[config.mk]
export PLATFORM = sky130hd
export DESIGN_NAME = result_drain
export DESIGN_NICKNAME = d
export VERILOG_FILES = /design/src/rtl/result_drain.sv
export SDC_FILE = /design/constraint.sdc
export NUM_CORES = 1
export LEC_CHECK = 0
export BUFFER_PORTS_ARGS = -buffer_cell sky130_fd_sc_hd__buf_2
export CAP_MARGIN = 0
export CELL_PAD_IN_SITES_DETAIL_PLACEMENT = 0
export CELL_PAD_IN_SITES_GLOBAL_PLACEMENT = 1
export CORE_MARGIN = 2
export CORE_UTILIZATION = 25
export CTS_CLUSTER_DIAMETER = 100
export DETAILED_ROUTE_END_ITERATION = 8
export PLACE_DENSITY = 0.54
export SETUP_SLACK_MARGIN = 0.1
export SYNTH_ARGS = -nofsm -noshare
export SYNTH_HDL_FRONTEND = slang
export SYNTH_SLANG_ARGS = --single-unit
[constraint.sdc]
create_clock -name clk -period 11.4 [get_ports clk]
set_input_delay 1.14 -clock clk [delete_from_list [all_inputs] [get_ports clk]]
set_output_delay 1.14 -clock clk [all_outputs]
set_load 0.1 [all_outputs]
[src/rtl/result_drain.sv]
// Result drain: snapshots the systolic array's N x N result matrix on done and
// streams it out one entry per valid/ready handshake with a write address.
module result_drain #(
   parameter int N         = 8,
   parameter int DATA_W    = 16,
   parameter int ADDR_W    = 10,
   parameter int TRANSPOSE = 0
) (
   input  logic                  clk,
   input  logic                  rst,
   input  logic                  done,
   input  logic [N*N*DATA_W-1:0] c_flat,
   input  logic [ADDR_W-1:0]     base_addr,
   output logic                  out_valid,
   input  logic                  out_ready,
   output logic [DATA_W-1:0]     out_data,
   output logic [ADDR_W-1:0]     out_addr,
   output logic                  out_last,
   output logic                  busy,
   output logic                  drain_done,
   output logic                  overrun
);

   localparam int NN    = N * N;
   localparam int IDX_W = (NN > 1) ? $clog2(NN) : 1;

   localparam logic [0:0] S_IDLE   = 1'b0;
   localparam logic [0:0] S_STREAM = 1'b1;

   logic [0:0]        state_reg;
   logic [IDX_W-1:0]  idx_reg;
   logic [ADDR_W-1:0] base_reg;
   logic [DATA_W-1:0] out_data_reg;
   logic [ADDR_W-1:0] out_addr_reg;
   logic              out_last_reg;
   logic              drain_done_reg;
   logic              overrun_reg;
   logic [DATA_W-1:0] buf_mem [NN];

   logic              streaming;
   logic              handshake;
   logic              final_hs;
   logic              capture;
   logic [IDX_W-1:0]  next_idx;
   logic [IDX_W-1:0]  rd_idx;

   always_comb begin
      streaming = (state_reg == S_STREAM);
      handshake = streaming & out_ready;
      final_hs  = handshake && (idx_reg == IDX_W'(NN - 1));
      // A done that lands on the final handshake is taken back-to-back
      capture   = done && (!streaming || final_hs);
      next_idx  = idx_reg + IDX_W'(1);
      rd_idx    = next_idx;
      if (TRANSPOSE != 0) begin
         rd_idx = IDX_W'((int'(next_idx) % N) * N + int'(next_idx) / N);
      end
   end

   // Shadow copy of the result matrix; contents are don't-care after reset
   always_ff @(posedge clk) begin
      if (capture) begin
         for (int i = 0; i < NN; i++) begin
            buf_mem[i] <= c_flat[i*DATA_W +: DATA_W];
         end
      end
   end

   always_ff @(posedge clk) begin
      if (rst) begin
         state_reg      <= S_IDLE;
         idx_reg        <= '0;
         base_reg       <= '0;
         out_data_reg   <= '0;
         out_addr_reg   <= '0;
         out_last_reg   <= 1'b0;
         drain_done_reg <= 1'b0;
         overrun_reg    <= 1'b0;
      end else begin
         drain_done_reg <= final_hs;
         if (done && streaming && !final_hs) begin
            overrun_reg <= 1'b1;
         end
         if (capture) begin
            // Element 0 is C[0][0] in either order, so take it straight from the bus
            state_reg    <= S_STREAM;
            idx_reg      <= '0;
            base_reg     <= base_addr;
            out_data_reg <= c_flat[DATA_W-1:0];
            out_addr_reg <= base_addr;
            out_last_reg <= (NN == 1);
         end else if (final_hs) begin
            state_reg    <= S_IDLE;
            idx_reg      <= '0;
            out_data_reg <= '0;
            out_addr_reg <= '0;
            out_last_reg <= 1'b0;
         end else if (handshake) begin
            idx_reg      <= next_idx;
            out_data_reg <= buf_mem[rd_idx];
            out_addr_reg <= base_reg + ADDR_W'(next_idx);
            out_last_reg <= (next_idx == IDX_W'(NN - 1));
         end
      end
   end

   assign out_valid  = streaming;
   assign busy       = streaming;
   assign out_data   = out_data_reg;
   assign out_addr   = out_addr_reg;
   assign out_last   = out_last_reg;
   assign drain_done = drain_done_reg;
   assign overrun    = overrun_reg;

endmodule

==> flow_metrics.env <==
export IMPL_port_buffers=1068
export IMPL_slew_headroom_pct=20.7
export IMPL_holdPathEnd="base_reg[4]"
export IMPL_status="completed"
export IMPL_die_w_um=412
export IMPL_hpwl_um=132000
export IMPL_required_ns=11.75
export IMPL_synth_xor_xnor_area_share_pct=0.340
export IMPL_tightest_slew_ns=1.19
export IMPL_synthSimpleGateAreaFrac_pct=5.35
export IMPL_postCtsSetupRepairBufs=0
export IMPL_holdPathStages=2
export IMPL_slew_violations=0
export IMPL_finalSetupViolations=0
export IMPL_num_io_pins=1069
export IMPL_yosysTopAreaCell="edfxtp_1"
export IMPL_power_leakage_nw=19.5
export IMPL_syn2layout_area_growth_pct=28.6
export IMPL_synth_nets=3235
export IMPL_synth_edf_count=1024
export IMPL_largest_register_ffs=1024
export IMPL_cts_hold_buf=0
export IMPL_cts_tree="done"
export IMPL_postCtsResizedCells=0
export IMPL_yosysWarnings=0
export IMPL_track_usage_pct=19.7
export IMPL_path_class="reg2reg"
export IMPL_netlist_area_um2=41600
export IMPL_ys_top_cells_by_area="edfxtp_1, mux4_2, nand2_1"
export IMPL_dp_slack_ns=5.67
export IMPL_finalClockSkew_ns=0.0302
export IMPL_wl_per_cell_um=30.8
export IMPL_clk_pin_slew_worst_paths_ns=0.06
export IMPL_place_congestion=0.817
export IMPL_grt_pass1_wl_um=224000
export IMPL_first_pass_iters=5
export IMPL_synth_fa_ha_area_share_pct=0.349
export IMPL_r2r_slack_ns=5.81
export IMPL_drive_gt1_share_pct=45.0
export IMPL_synth_mux_area_share_pct=12.9
export IMPL_core_area_um2=165000
export IMPL_critPathArrivalTime_ns=5.94
export IMPL_antenna_found_initial=135
export IMPL_rsz0062_at_grt="no"
export IMPL_fin_cells=5602
export IMPL_synth_compound_area_share_pct=3.21
export IMPL_die_h_um=412
export IMPL_rr_startpoint="idx_reg[0]"
export IMPL_clock_sinks=1070
export IMPL_dieArea_um2=170000
export IMPL_yosysMostFrequentCell="edfxtp_1"
export IMPL_hold_start="base_reg[4]"
export IMPL_ant_nets=0
export IMPL_vias_per_cell=4.57
export IMPL_worstSkewPairLatency_ns=0.76
export IMPL_synth_top_area_share_pct=73.9
export IMPL_synth_top_family_by_area="multiplexers"
export IMPL_finalWorstSetupSlack_ns=5.81
export IMPL_clk_path_buf_depth=3
export IMPL_period_needed_ns=5.59
export IMPL_initial_utilization_pct=25.2
export IMPL_worstPathMaxFanout=190
export IMPL_ir_worst_vdd_v=0.000128
export IMPL_synth_commonest_cells="edfxtp_1, nand2_1, mux4_2, nand3_1, nor2_1"
export IMPL_cts_inserted_buffers=121
export IMPL_avgSynthCellArea_um2=19.0
export IMPL_fin_tns_setup_ns=0
export IMPL_r2r_end="buf_mem[3][1]"
export IMPL_yosysSeqAreaShare_pct=76.1
export IMPL_grt_max_degree=191
export IMPL_htree_levels=3
export IMPL_fp_row_count=149
export IMPL_startpoint_type="flip-flop"
export IMPL_placedCellCount=5349
export IMPL_nNetsFinal=4332
export IMPL_whs_ns=0.472
export IMPL_drt_iter0_markers=2574
export IMPL_ys_types=55
export IMPL_synthFlopType="edfxtp_1"
export IMPL_root_buffer="clkbuf_16"
export IMPL_grt_overflow=0
export IMPL_end_kind="flip-flop"
export IMPL_synthCells=2186
export IMPL_ys_ff_latch=1070
export IMPL_vias=25600
export IMPL_wl_um=173000
export IMPL_maxCapViolations=0
export IMPL_fin_crit_sh_pct=49.1
export IMPL_grt_pass1_vias=26100
export IMPL_fmax_mhz=179
export IMPL_async_flop_share_pct=0
export IMPL_hold_class="reg2reg"
export IMPL_finalHoldViolations=0
export IMPL_drc_errors=0
export IMPL_ff2ff_path_depth=7
export IMPL_powerDensity_nw_per_um2=178
==> cell type report <==
cell class,instances,area [um^2]
inverters,6,37.5
clock inverters,80,892
repair buffers,1100,5670
flip-flops and latches,1070,31700
clock buffers,143,3170
fillers,16400,112000
diodes,30,75.1
well taps,2189,2740
multi-input cells,984,9280
==> how the worst max path moves through the flow <==
stage | start | endpoint | depth (start not counted)
6_report | idx_reg[0] | buf_mem[3][1] | 7
5_1_grt | idx_reg[0] | buf_mem[3][1] | 7
4_1_cts | idx_reg[0] | buf_mem[2][1] | 7
3_5_place_dp | idx_reg[0] | buf_mem[48][2] | 7
3_3_place_gp | idx_reg[0] | buf_mem[48][2] | 7
2_1_floorplan | out_ready | out_addr[7] | 7
==> metrics by stage <==
| step | total power, mW | util, % | cell area, um^2 |
|---|---|---|---|
| detailed placement | 5.62 | 29.9 | 49400 |
| finish | 9.55 | 32.4 | 53500 |
| CTS | 9.68 | 32.4 | 53500 |
| global placement | 5.62 | 29.9 | 49400 |
| global route | 9.88 | 32.4 | 53500 |
| floorplan | 5.19 | - | 41600 |
==> layer usage <==
layer,part of all wire (%),GRT usage (%)
met4,2.3,4.23
met3,7.1,4.73
met5,0.20,0
met2,50,34.3
met1,40,24.7
==> worst max-delay path, cell delays in order (launching register included) <==
cell and delay, ns:
dfxtp_4 0.83, ha_1 0.54, and4_1 0.31, a31oi_1 0.13
nand2b_1 0.49, inv_8 0.78, buf_12 0.70, buf_4 1.01
==> kinds of logic after synthesis <==
logic type               after synthesis
AO/OA/AOI/OAI                        182
flip-flops                          1070
adder cells (fa/ha/maj)               11
AND/OR/NAND/NOR                      520
buffers and inverters                132
multiplexers                         257
XOR/XNOR                              14
==> layout by cell type (no fill, tap or decap), drive strengths merged, types with 5 or more instances in the layout <==
| cell type | n |
|---|---|
| a211o | 19 |
| a211oi | 5 |
| a21o | 5 |
| a21oi | 36 |
| a31oi | 21 |
| a32o | 15 |
| a32oi | 18 |
| a41oi | 15 |
| and3 | 22 |
| buf | 1100 |
| bufinv | 17 |
| clkbuf | 143 |
| clkinv | 52 |
| clkinvlp | 6 |
| dfxtp | 46 |
| diode | 30 |
| edfxtp | 1024 |
| ha | 10 |
| inv | 11 |
| mux2i | 33 |
| mux4 | 224 |
| nand2 | 318 |
| nand3 | 85 |
| nand4 | 16 |
| nor2 | 60 |
| o21ai | 21 |
| o31a | 15 |
| xnor2 | 9 |
| xor2 | 5 |
==> power by group <==
part / internal, mW / switching (mW)
clock: 2.37 / 1.66
sequential: 4.58 / 0.0912
combinational: 0.328 / 0.527
total: 7.27 / 2.28
Power figures use the tool's default switching activity.
